<file path="src/rtl/mem_arb.sv">
// mem_arb: two-port arbiter sharing one external memory controller between a
// CPU-side requester (port A) and a DMA requester (port B).
//
// Each access is a req/ack handshake. Only one port owns the memory at a time.
// When both ports request together, the port that was not served last wins.
// A watchdog forces completion if the memory never answers.
//
// Ports:
//   clk, rst           clock; synchronous active-high reset
//   a_req/a_we/a_addr/a_dati -> a_ack (1-cycle pulse), a_dato (held)   port A
//   b_req/b_we/b_addr/b_dati -> b_ack (1-cycle pulse), b_dato (held)   port B
//   m_req/m_we/m_addr/m_dati -> memory; m_dato/m_ack <- memory
//   grant              bit0 = A owns memory, bit1 = B owns memory
//   tout_err           sticky flag: a transaction was ended by the watchdog
module mem_arb #(
  parameter int ADDR_W = 23,
  parameter int DATA_W = 16,
  parameter int TOUT   = 255
) (
  input  logic              clk,
  input  logic              rst,
  input  logic              a_req,
  input  logic              a_we,
  input  logic [ADDR_W-1:0] a_addr,
  input  logic [DATA_W-1:0] a_dati,
  output logic              a_ack,
  output logic [DATA_W-1:0] a_dato,
  input  logic              b_req,
  input  logic              b_we,
  input  logic [ADDR_W-1:0] b_addr,
  input  logic [DATA_W-1:0] b_dati,
  output logic              b_ack,
  output logic [DATA_W-1:0] b_dato,
  output logic              m_req,
  output logic              m_we,
  output logic [ADDR_W-1:0] m_addr,
  output logic [DATA_W-1:0] m_dati,
  input  logic [DATA_W-1:0] m_dato,
  input  logic              m_ack,
  output logic [1:0]        grant,
  output logic              tout_err
);

  typedef enum logic [1:0] {IDLE, GNT_A, GNT_B, DONE} state_t;

  localparam logic [15:0] TOUT_C = 16'(TOUT);

  state_t              state_q, state_d;
  logic                last_b_q, last_b_d;
  logic [15:0]         cnt_q, cnt_d;
  logic                m_req_q, m_req_d;
  logic                m_we_q, m_we_d;
  logic [ADDR_W-1:0]   m_addr_q, m_addr_d;
  logic [DATA_W-1:0]   m_dati_q, m_dati_d;
  logic                a_ack_q, a_ack_d;
  logic                b_ack_q, b_ack_d;
  logic [DATA_W-1:0]   a_dato_q, a_dato_d;
  logic [DATA_W-1:0]   b_dato_q, b_dato_d;
  logic [1:0]          grant_q, grant_d;
  logic                tout_err_q, tout_err_d;

  logic                is_b;
  logic                tmo;
  logic [DATA_W-1:0]   rd_val;

  // cnt_q counts completed grant cycles; the TOUT-th grant cycle is the last.
  assign is_b = (state_q == GNT_B);
  assign tmo  = (cnt_q >= (TOUT_C - 16'd1));

  always_comb begin
    state_d    = state_q;
    last_b_d   = last_b_q;
    cnt_d      = cnt_q;
    m_req_d    = m_req_q;
    m_we_d     = m_we_q;
    m_addr_d   = m_addr_q;
    m_dati_d   = m_dati_q;
    a_ack_d    = 1'b0;
    b_ack_d    = 1'b0;
    a_dato_d   = a_dato_q;
    b_dato_d   = b_dato_q;
    grant_d    = grant_q;
    tout_err_d = tout_err_q;
    rd_val     = '0;

    unique case (state_q)
      IDLE: begin
        // A wins if it is alone, or on contention when B was served last.
        if (a_req && (!b_req || last_b_q)) begin
          state_d  = GNT_A;
          m_req_d  = 1'b1;
          m_we_d   = a_we;
          m_addr_d = a_addr;
          m_dati_d = a_dati;
          grant_d  = 2'b01;
          cnt_d    = '0;
        end else if (b_req) begin
          state_d  = GNT_B;
          m_req_d  = 1'b1;
          m_we_d   = b_we;
          m_addr_d = b_addr;
          m_dati_d = b_dati;
          grant_d  = 2'b10;
          cnt_d    = '0;
        end
      end

      GNT_A, GNT_B: begin
        if (m_ack || tmo) begin
          // A real ack beats a coincident timeout.
          rd_val   = m_ack ? m_dato : '1;
          state_d  = DONE;
          m_req_d  = 1'b0;
          grant_d  = 2'b00;
          last_b_d = is_b;
          if (!m_ack) tout_err_d = 1'b1;
          if (is_b) begin
            b_ack_d = 1'b1;
            if (!m_we_q) b_dato_d = rd_val;
          end else begin
            a_ack_d = 1'b1;
            if (!m_we_q) a_dato_d = rd_val;
          end
        end else if (cnt_q != TOUT_C) begin
          cnt_d = cnt_q + 16'd1;
        end
      end

      DONE: state_d = IDLE;

      default: state_d = IDLE;
    endcase
  end

  always_ff @(posedge clk) begin
    if (rst) begin
      state_q    <= IDLE;
      last_b_q   <= 1'b1;
      cnt_q      <= '0;
      m_req_q    <= 1'b0;
      m_we_q     <= 1'b0;
      m_addr_q   <= '0;
      m_dati_q   <= '0;
      a_ack_q    <= 1'b0;
      b_ack_q    <= 1'b0;
      a_dato_q   <= '0;
      b_dato_q   <= '0;
      grant_q    <= 2'b00;
      tout_err_q <= 1'b0;
    end else begin
      state_q    <= state_d;
      last_b_q   <= last_b_d;
      cnt_q      <= cnt_d;
      m_req_q    <= m_req_d;
      m_we_q     <= m_we_d;
      m_addr_q   <= m_addr_d;
      m_dati_q   <= m_dati_d;
      a_ack_q    <= a_ack_d;
      b_ack_q    <= b_ack_d;
      a_dato_q   <= a_dato_d;
      b_dato_q   <= b_dato_d;
      grant_q    <= grant_d;
      tout_err_q <= tout_err_d;
    end
  end

  assign a_ack    = a_ack_q;
  assign b_ack    = b_ack_q;
  assign a_dato   = a_dato_q;
  assign b_dato   = b_dato_q;
  assign m_req    = m_req_q;
  assign m_we     = m_we_q;
  assign m_addr   = m_addr_q;
  assign m_dati   = m_dati_q;
  assign grant    = grant_q;
  assign tout_err = tout_err_q;

endmodule

</file>
<file path="config.mk">
export PLATFORM = sky130hd
export DESIGN_NAME = mem_arb
export DESIGN_NICKNAME = d
export VERILOG_FILES = /design/src/rtl/mem_arb.sv
export SDC_FILE = /design/constraint.sdc
export NUM_CORES = 1
export LEC_CHECK = 0
export CAP_MARGIN = 10
export CORE_AREA = 3 3 111 113
export CTS_BUF_LIST = sky130_fd_sc_hd__clkbuf_8 sky130_fd_sc_hd__clkbuf_16
export DETAILED_ROUTE_END_ITERATION = 8
export DIE_AREA = 0 0 114 116
export PLACE_DENSITY = 0.69
export REMOVE_ABC_BUFFERS = 1
export SETUP_SLACK_MARGIN = 0.02
export SYNTH_ARGS = -nofsm -noshare
export SYNTH_HDL_FRONTEND = slang
export SYNTH_SLANG_ARGS = --single-unit
</file>
<file path="constraint.sdc">
create_clock -name clk -period 4.5 [get_ports clk]
set_clock_uncertainty 0.2 [all_clocks]
set_input_delay 0.45 -clock clk [delete_from_list [all_inputs] [get_ports clk]]
set_output_delay 0.45 -clock clk [all_outputs]
set_load 0.02 [all_outputs]
</file>
# Yosys cells after proc, flatten, opt, wreduce, memory -nomap -nowiden
# Cells that the tools add are included.
# word_totals
reg_bits,97
input_bits,101
output_inout_bits,78
word_cells,69
# op_classes
n_addsub,1
order_cmp,1
eq_ne,8
mux,24
bitwise_logic,5
n_reduce_logical,17
# ops
operator,n
$mux W16,7
$mux W23,2
$pmux W16 S2,1
$add A16 B1 Y16 const B,1
$ge A16 B8 Y1 const B,1
$ne A16 B8 Y1 const B,1
$reduce_and A4 Y1,3
$mux W2,4
$mux W1,7
$ne A2 B2 Y1 const B,3
$pmux W2 S3,1
$reduce_and A2 Y1,3
$reduce_and A3 Y1,2
$not A1 Y1,5
$eq A2 B2 Y1 const B,2
$pmux W2 S2,1
$reduce_bool A2 Y1,2
$ne A3 B3 Y1 const B,1
$reduce_or A3 Y1,1
$eq A2 B1 Y1 const B,1
$logic_not A2 Y1,1
$logic_or A1 B1 Y1,2
$pmux W1 S2,1
$reduce_or A2 Y1,1
other kinds (2),2

# Logic depth before layout (Yosys ltp)
# Gate-level depths: netlist (run 1).
# depth
word_depth,5
depth_mapped,9

# Worst setup path after synthesis (run 1)
# OpenSTA, ideal clock, no wires.
# synth_timing
path_type,register to register
from,register state_q[1]
to,register cnt_q[2]
t_arrival_ps,2036
path_slack_ps,2205
stages_incl_launch_ff,10
path_buffers,2
synth_period_minus_slack_ps,2295
path_cell_list,dfxtp_1 inv_1 ha_1 clkbuf_1 inv_1 and2_4 or2_2 clkbuf_1 or4_1 nand2_1
# synth_via
elab_chain_len,4
# synth_lines
item,line_no,rtl
"start, declared",48,"state_t state_q, state_d;"
"start signal, assigned",151,state_q <= state_d;
$eq A2 B2 Y1 / $eq A2 B1 Y1 (equally long branches),86,unique case (state_q)
$reduce_or A2 Y1,86,
$ne A2 B2 Y1 (no source line) / $reduce_bool A2 Y1 (equally long branches),n/a,
$reduce_and A4 Y1 (no source line),n/a,
"end signal, assigned",153,cnt_q <= cnt_d;
"end, declared",50,"logic [15:0] cnt_q, cnt_d;"
# Several ways; a longest one is shown, not always the timed one.
# A chain may end at the register's enable or synchronous reset.

# Final worst setup path (run 1)
# layout_timing
from,input port m_ack
to,register cnt_q[4]
# layout_via
elab_chain_len,3
# layout_lines
item,line_no,rtl
"start, declared",39,"input logic m_ack,"
$logic_or A1 B1 Y1,109,if (m_ack || tmo) begin
$ne A2 B2 Y1 (no source line),n/a,
$reduce_and A4 Y1 (no source line),n/a,
# No other way between the ends.

==> flow_metrics.py, run 1 <==
metrics = {
    "worst_setup_path": {
        "end_kind": "flip-flop",
        "crit_start": "m_ack",
        "cp.arrival_ns": 2.67,
        "crit_path_start_kind": "input pin",
        "worstReg2RegStart": "state_q[0]$_SDFFE_PP0P_",
        "path_max_fanout": 21,
        "cp.required_ns": 4.56,
        "setup.worst_path.class": "in -> reg",
    },
    "route": {
        "ant_nets": 0,
        "vias_per_cell": 5.16,
        "vias": 4022,
        "wl_um": 12500,
        "wl_per_cell_um": 16.0,
        "drc": 0,
        "drt-pass1-iter-count": 4,
        "detail_route.iter0.violations": 348,
    },
    "placement": {
        "gp_congestion": 0.803,
        "hpwlAfterDp_um": 8880,
        "numPortBuffers": 178,
        "preCtsSetupSlack_ns": 1.53,
    },
    "timing": {
        "final_max_slew_viol_count": 0,
        "period_share_pct": 57.9,
        "finalHoldViolations": 0,
        "fin_ws_ns": 1.90,
        "rsz0062_at_grt": "no",
        "slew-limit-headroom_pct": 23.0,
        "fmax_mhz": 384,
        "setup_viol": 0,
        "worst_slew_pin_slew_ns": 1.15,
        "fin_tns_setup_ns": 0,
        "fin_crit_ns": 2.60,
    },
    "synthesis": {
        "syn_avg_cell_area_sq_um": 8.59,
        "ys_warn_count": 0,
        "ys_seq_area_share_pct": 47.3,
        "syn_inst": 478,
        "synth_seq_cells": 97,
        "yosysUniqueCellTypes": 44,
        "netlist_area_sq_mm": 0.00410,
    },
    "floorplan": {
        "initial_core_util_pct": 35.9,
        "die-area_sq_mm": 0.0132,
        "die_h_um": 116,
        "fp-row-count": 39,
        "coreArea_sq_mm": 0.0114,
        "io_pins": 179,
        "die_x_um": 114,
    },
    "power_and_ir_drop": {
        "cellPowerDensity_mw_per_mm2": 569,
        "combPwrFrac_pct": 45.4,
        "p_switching_uw": 1360,
        "ir_worst_vdd_mv": 0.501,
        "p_sw_share_pct": 38.3,
        "power.total_uw": 3550,
        "p_leak_uw": 0.00226,
        "p_clk_share_pct": 21.0,
        "internal_power_uw": 2190,
        "seqPwrFrac_pct": 33.6,
    },
    "job": {
        "cap_violations": 0,
    },
    "outcome": {
        "status": "finished clean",
    },
    "clock_network": {
        "htreeDepth": 3,
        "clk_latency_ns": 0.34,
        "clock_tree.root_cell": "clkbuf_16",
        "clk_pin_slew_worst_paths_ns": 0.07,
        "cts_resized": 0,
        "clk_path_buf_depth": 2,
        "cts_tree": "done",
        "cts_made_buffers": 9,
        "cts_setup_buffers": 0,
        "numClockSinks": 97,
        "hold_buffers": 0,
    },
    "final_layout": {
        "diodes": 0,
        "layout.nets": 740,
        "area_delta_synth_final_pct": 51.9,
        "drive_gt1_share_pct": 8.01,
    },
    "min_path": {
        "holdCritStartpoint": "state_q[1]$_SDFFE_PP0P_",
        "hold_class": "reg -> reg",
    },
    "global_routing": {
        "grt_max_degree": 81,
        "grt_overflow_total": 0,
        "grt_pass1_vias": 3888,
        "antenna_found_initial": 0,
        "grt_pass1_wl_um": 19400,
        "track_usage_pct": 18.1,
    },
}
-- final cells by class --
cell class / count / area, sq um
fillers: 1058 / 5190
multi-input cells: 335 / 1990
flip-flops and latches: 97 / 1940
repair buffers: 182 / 1810
clock buffers: 9 / 225
well taps: 143 / 179
clock inverters: 6 / 60.1
inverters: 8 / 30.0
-- power groups by stage --
stage	Clock (uW)	Sequential (uW)	Combinational, uW
floorplan	0	1420	710
global placement	0	1200	1570
detailed placement	0	1210	1610
CTS	764	1190	1620
global route	797	1220	1740
finish	746	1190	1610
-- cell usage in the layout, fill, tap and decap left out, drive strengths merged, types with 2 or more instances in the layout --
cell type      synthesis  final
a31oi                  4      4
a21oi                  8      8
and2                  11     11
clkbuf                30      9
a22oi                  2      2
buf                    8      5
nand3                  5      5
and4                   2      2
nor2                  99     99
o21a                   2      2
a211o                  2      2
clkinv                 0      2
clkdlybuf4s50          0    177
nor3                   3      3
nor4                   2      2
a211oi                33     33
a311oi                41     41
o31ai                  6      6
o21ai                  3      3
inv                    8     10
dfxtp                 97     97
nand2                 89     89
ha                     6      6
or4                    6      6
-- synthesized netlist by cell type, drive strengths merged --
| cell | instances | area share (%) |
|---|---|---|
| a211o | 2 | 0.43 |
| a211oi | 33 | 7.7 |
| a21boi | 1 | 0.18 |
| a21oi | 8 | 0.98 |
| a22oi | 2 | 0.37 |
| a311oi | 41 | 9.2 |
| a31oi | 4 | 0.91 |
| and2 | 11 | 1.8 |
| and4 | 2 | 0.43 |
| buf | 8 | 1.3 |
| clkbuf | 30 | 2.7 |
| dfxtp | 97 | 47 |
| ha | 6 | 1.8 |
| inv | 8 | 0.73 |
| mux2i | 1 | 0.24 |
| nand2 | 89 | 8.1 |
| nand3 | 5 | 0.73 |
| nand3b | 1 | 0.18 |
| nand4 | 1 | 0.15 |
| nand4b | 1 | 0.21 |
| nor2 | 99 | 9.3 |
| nor3 | 3 | 0.37 |
| nor3b | 1 | 0.18 |
| nor4 | 2 | 0.61 |
| o211ai | 1 | 0.18 |
| o21a | 2 | 0.37 |
| o21ai | 3 | 0.37 |
| o31ai | 6 | 1.1 |
| o41ai | 1 | 0.21 |
| or2 | 1 | 0.15 |
| or3 | 1 | 0.27 |
| or3b | 1 | 0.21 |
| or4 | 6 | 1.1 |
-- layer usage --
metal | up-vias | global-route usage [%] | part of all wire, %
met3 | 16 | 3.29 | 6.3
met1 | 1879 | 23.0 | 43
met2 | 130 | 30.9 | 49
met5 | - | 0 | 0
met4 | 0 | 6.25 | 1.7
li1 | 1997 | - | -
-- worst paths after layout --
kind                             endpoint  slack, ns  cells past startpoint
hold / removal    state_q[1]$_SDFFE_PP0P_       0.28                      2
setup / recovery    cnt_q[4]$_SDFFE_PP0P_       1.90                      5
setup reg to reg    cnt_q[1]$_SDFFE_PP0P_       2.11                      7
hold reg to reg   state_q[1]$_SDFFE_PP0P_       0.28                      2
-- flip-flops by register name (all words and copies together) (netlist names) --
| signal | flops |
|---|---|
| state_q | 2 |
| b_ack | 1 |
| a_ack | 1 |
| m_dati | 16 |
| m_req | 1 |
| m_we | 1 |
| cnt_q | 16 |
| tout_err | 1 |
| last_b_q | 1 |
| a_dato | 16 |
| m_addr | 23 |
| b_dato | 16 |
| grant | 2 |
-- stage by stage --
stage / hold WS, ns / utilization, % / std cells / cell area, sq um
after floorplan: 0.243 / - / 440 / 3940
after global placement: 0.258 / 52.1 / 765 / 5950
after detailed placement: 0.271 / 52.1 / 765 / 5950
after CTS: 0.282 / 54.6 / 780 / 6230
after global routing: 0.302 / 54.6 / 780 / 6230
final: 0.277 / 54.6 / 780 / 6230
-- kinds of logic (layout without fill, tap and decap cells) --
family | Yosys count | after routing | synth area share, %
buf+inv | 46 | 205 | 4.79
simple gates | 224 | 224 | 23.8
flops | 97 | 97 | 47.3
compound gates | 104 | 104 | 22.0
mux | 1 | 1 | 0.244
fa+ha+maj | 6 | 6 | 1.83
-- critical path: stages --
cell and delay [ns]:
clkdlybuf4s50_1 0.44, inv_1 0.57, a31oi_2 0.42, or4_1 0.61
a21oi_1 0.18
No activity file was read; power rests on OpenSTA's default activity.
==> run 2, diff against run 1 <==
--- a/config.mk
+++ b/config.mk
@@ -10,7 +10,7 @@
 export CTS_BUF_LIST = sky130_fd_sc_hd__clkbuf_8 sky130_fd_sc_hd__clkbuf_16
 export DETAILED_ROUTE_END_ITERATION = 8
 export DIE_AREA = 0 0 114 116
-export PLACE_DENSITY = 0.69
+export PLACE_DENSITY = 0.72
 export REMOVE_ABC_BUFFERS = 1
 export SETUP_SLACK_MARGIN = 0.02
 export SYNTH_ARGS = -nofsm -noshare
==> constraint.sdc (replaced) <==
create_clock -name clk -period 2.2 [get_ports clk]
set_clock_uncertainty 0.2 [all_clocks]
set_input_delay 0.22 -clock clk [delete_from_list [all_inputs] [get_ports clk]]
set_output_delay 0.22 -clock clk [all_outputs]
set_load 0.02 [all_outputs]
==> flow_metrics.py, run 2 (synthesis results as in run 1) <==
metrics = {
    "global_routing": {
        "use_met1_pct": 22.8,
        "met2_usage_pct": 31.8,
        "track_usage_pct": 18.5,
        "grt_max_degree": 85,
        "antenna_found_initial": 0,
        "grt_use_met3_pct": 3.76,
        "grt_pass1_vias": 4013,
        "grt_busiest_layer": "met2",
        "grt_overflow_total": 0,
        "grt_pass1_wl_um": 19700,
    },
    "worst_setup_path": {
        "end_kind": "flip-flop",
        "r2r_slack_ns": 0.09,
        "crit_path_start_kind": "flip-flop",
        "cp.arrival_ns": 2.19,
        "setup.worst_path.class": "reg -> reg",
        "cp.required_ns": 2.28,
        "crit_start": "cnt_q[1]$_SDFFE_PP0P_",
        "path_max_fanout": 8,
        "worstReg2RegStart": "cnt_q[1]$_SDFFE_PP0P_",
    },
    "final_layout": {
        "area_delta_synth_final_pct": 61.7,
        "multiInputGateArea_sq_mm": 0.00205,
        "regArea_sq_mm": 0.00194,
        "layout.nets": 769,
        "diodes": 0,
        "drive_gt1_share_pct": 13.6,
        "final_cell_count_no_fill": 810,
        "largest_register_ff_count": 23,
        "layout_common_cells": "177 x clkdlybuf4s50_1, 95 x dfxtp_1, 94 x nor2_1",
        "fillers": 1008,
        "final_area_sq_mm": 0.00664,
        "final_common_cell": "clkdlybuf4s50_1",
    },
    "placement": {
        "place_inst": 787,
        "gp_congestion": 0.877,
        "numPortBuffers": 178,
        "dpl_cell_area_sq_mm": 0.00619,
        "preCtsSetupSlack_ns": -0.0506,
        "hpwlAfterDp_um": 8890,
    },
    "power_and_ir_drop": {
        "internal_power_uw": 4950,
        "seqPwrFrac_pct": 30.9,
        "p_clk_share_pct": 21.2,
        "p_sw_share_pct": 37.0,
        "p_switching_uw": 2910,
        "cellPowerDensity_mw_per_mm2": 1180,
        "ir_worst_vdd_mv": 1.40,
        "p_leak_uw": 0.00246,
        "power.total_uw": 7860,
        "combPwrFrac_pct": 47.8,
    },
    "clock_network": {
        "clk_pin_slew_worst_paths_ns": 0.06,
        "clk_latency_ns": 0.34,
        "cts_made_buffers": 9,
        "cts_tree": "done",
        "clock_tree.root_cell": "clkbuf_16",
        "numClockSinks": 97,
        "htreeDepth": 3,
        "clk_path_buf_depth": 2,
        "hold_buffers": 0,
    },
    "route": {
        "ant_nets": 0,
        "detail_route.iter0.violations": 348,
        "drc": 0,
        "wl_um": 12800,
        "drt-pass1-iter-count": 4,
        "wl_per_cell_um": 15.9,
        "vias_per_cell": 5.15,
        "vias": 4172,
    },
    "floorplan": {
        "die-area_sq_mm": 0.0132,
        "io_pins": 179,
        "fp-row-count": 39,
        "initial_core_util_pct": 35.9,
        "die_h_um": 116,
        "coreArea_sq_mm": 0.0114,
        "die_x_um": 114,
    },
    "timing": {
        "worst_slew_pin_slew_ns": 0.500,
        "fin_crit_ns": 2.11,
        "fin_ws_ns": 0.0914,
        "hold_slack_ns": 0.131,
        "fmax_mhz": 474,
        "final_max_slew_viol_count": 0,
        "slew-limit-headroom_pct": 66.4,
        "setup_viol": 0,
        "period_share_pct": 95.8,
        "finalHoldViolations": 0,
    },
    "job": {
        "cap_violations": 0,
    },
    "min_path": {
        "holdCritStartpoint": "rst",
        "hold_class": "in -> reg",
    },
    "outcome": {
        "status": "finished clean",
    },
}
==> run 2: final timing paths <==
path,end,cells after the start
worst max-delay path,cnt_q[3]$_SDFFE_PP0P_,7
worst min-delay path,cnt_q[2]$_SDFFE_PP0P_,4
worst max register to register,cnt_q[3]$_SDFFE_PP0P_,7
worst min register to register,state_q[1]$_SDFFE_PP0P_,2
==> run 2: power by group through the flow <==
stage / clock [uW] / combinational [uW] / sequential, uW
finish: 1670 / 3760 / 2430
global route: 1790 / 4080 / 2480
CTS: 1720 / 3610 / 2430
detailed placement: 0 / 3500 / 2460
global placement: 0 / 3410 / 2440
floorplan: 0 / 1450 / 2910
==> run 2: critical path, stage by stage (launching register included) <==
cell and delay, ns:
dfxtp_2 0.34, buf_4 0.14, ha_1 0.22, and4_1 0.24
nand4_1 0.13, nand2_2 0.13, or4_4 0.50, a21oi_2 0.14
==> run 2: timing repair <==
action / CTS / global route
gates cloned: 0 / 2
gates resized for setup: 2 / 9
setup endpoints to repair: 6 / 28
setup buffers: 3 / 2
pin swaps: 1 / 5
==> run 2: layout make-up <==
cell class / count / area share, %
timing repair buffer: 210 / 31.8
multi-input combinational: 336 / 30.9
sequential: 97 / 29.3
clock buffer: 10 / 3.60
tap: 143 / 2.70
clock inverter: 6 / 1.24
inverter: 8 / 0.453
==> run 2: routing by layer <==
metal | wire, um | share of wire (%)
met1 | 5240 | 41
met2 | 6540 | 51
met3 | 825 | 6.4
met4 | 236 | 1.8
met5 | 0 | 0
==> run 2: stage by stage <==
step,TNS (ns),util [%]
floorplan,-36.41,-
global placement,0,54.2
detailed placement,-0.179,54.2
CTS,0,57.3
global route,-0.00367,58.1
finish,0,58.1
==> run 3, diff against run 2 <==
--- a/config.mk
+++ b/config.mk
@@ -5,6 +5,7 @@
 export SDC_FILE = /design/constraint.sdc
 export NUM_CORES = 1
 export LEC_CHECK = 0
+export ABC_CLOCK_PERIOD_IN_PS = 2200
 export CAP_MARGIN = 10
 export CORE_AREA = 3 3 111 113
 export CTS_BUF_LIST = sky130_fd_sc_hd__clkbuf_8 sky130_fd_sc_hd__clkbuf_16
==> results of run 3 <==
No change in the layout: final DEF, timing and power equal those of run 2.
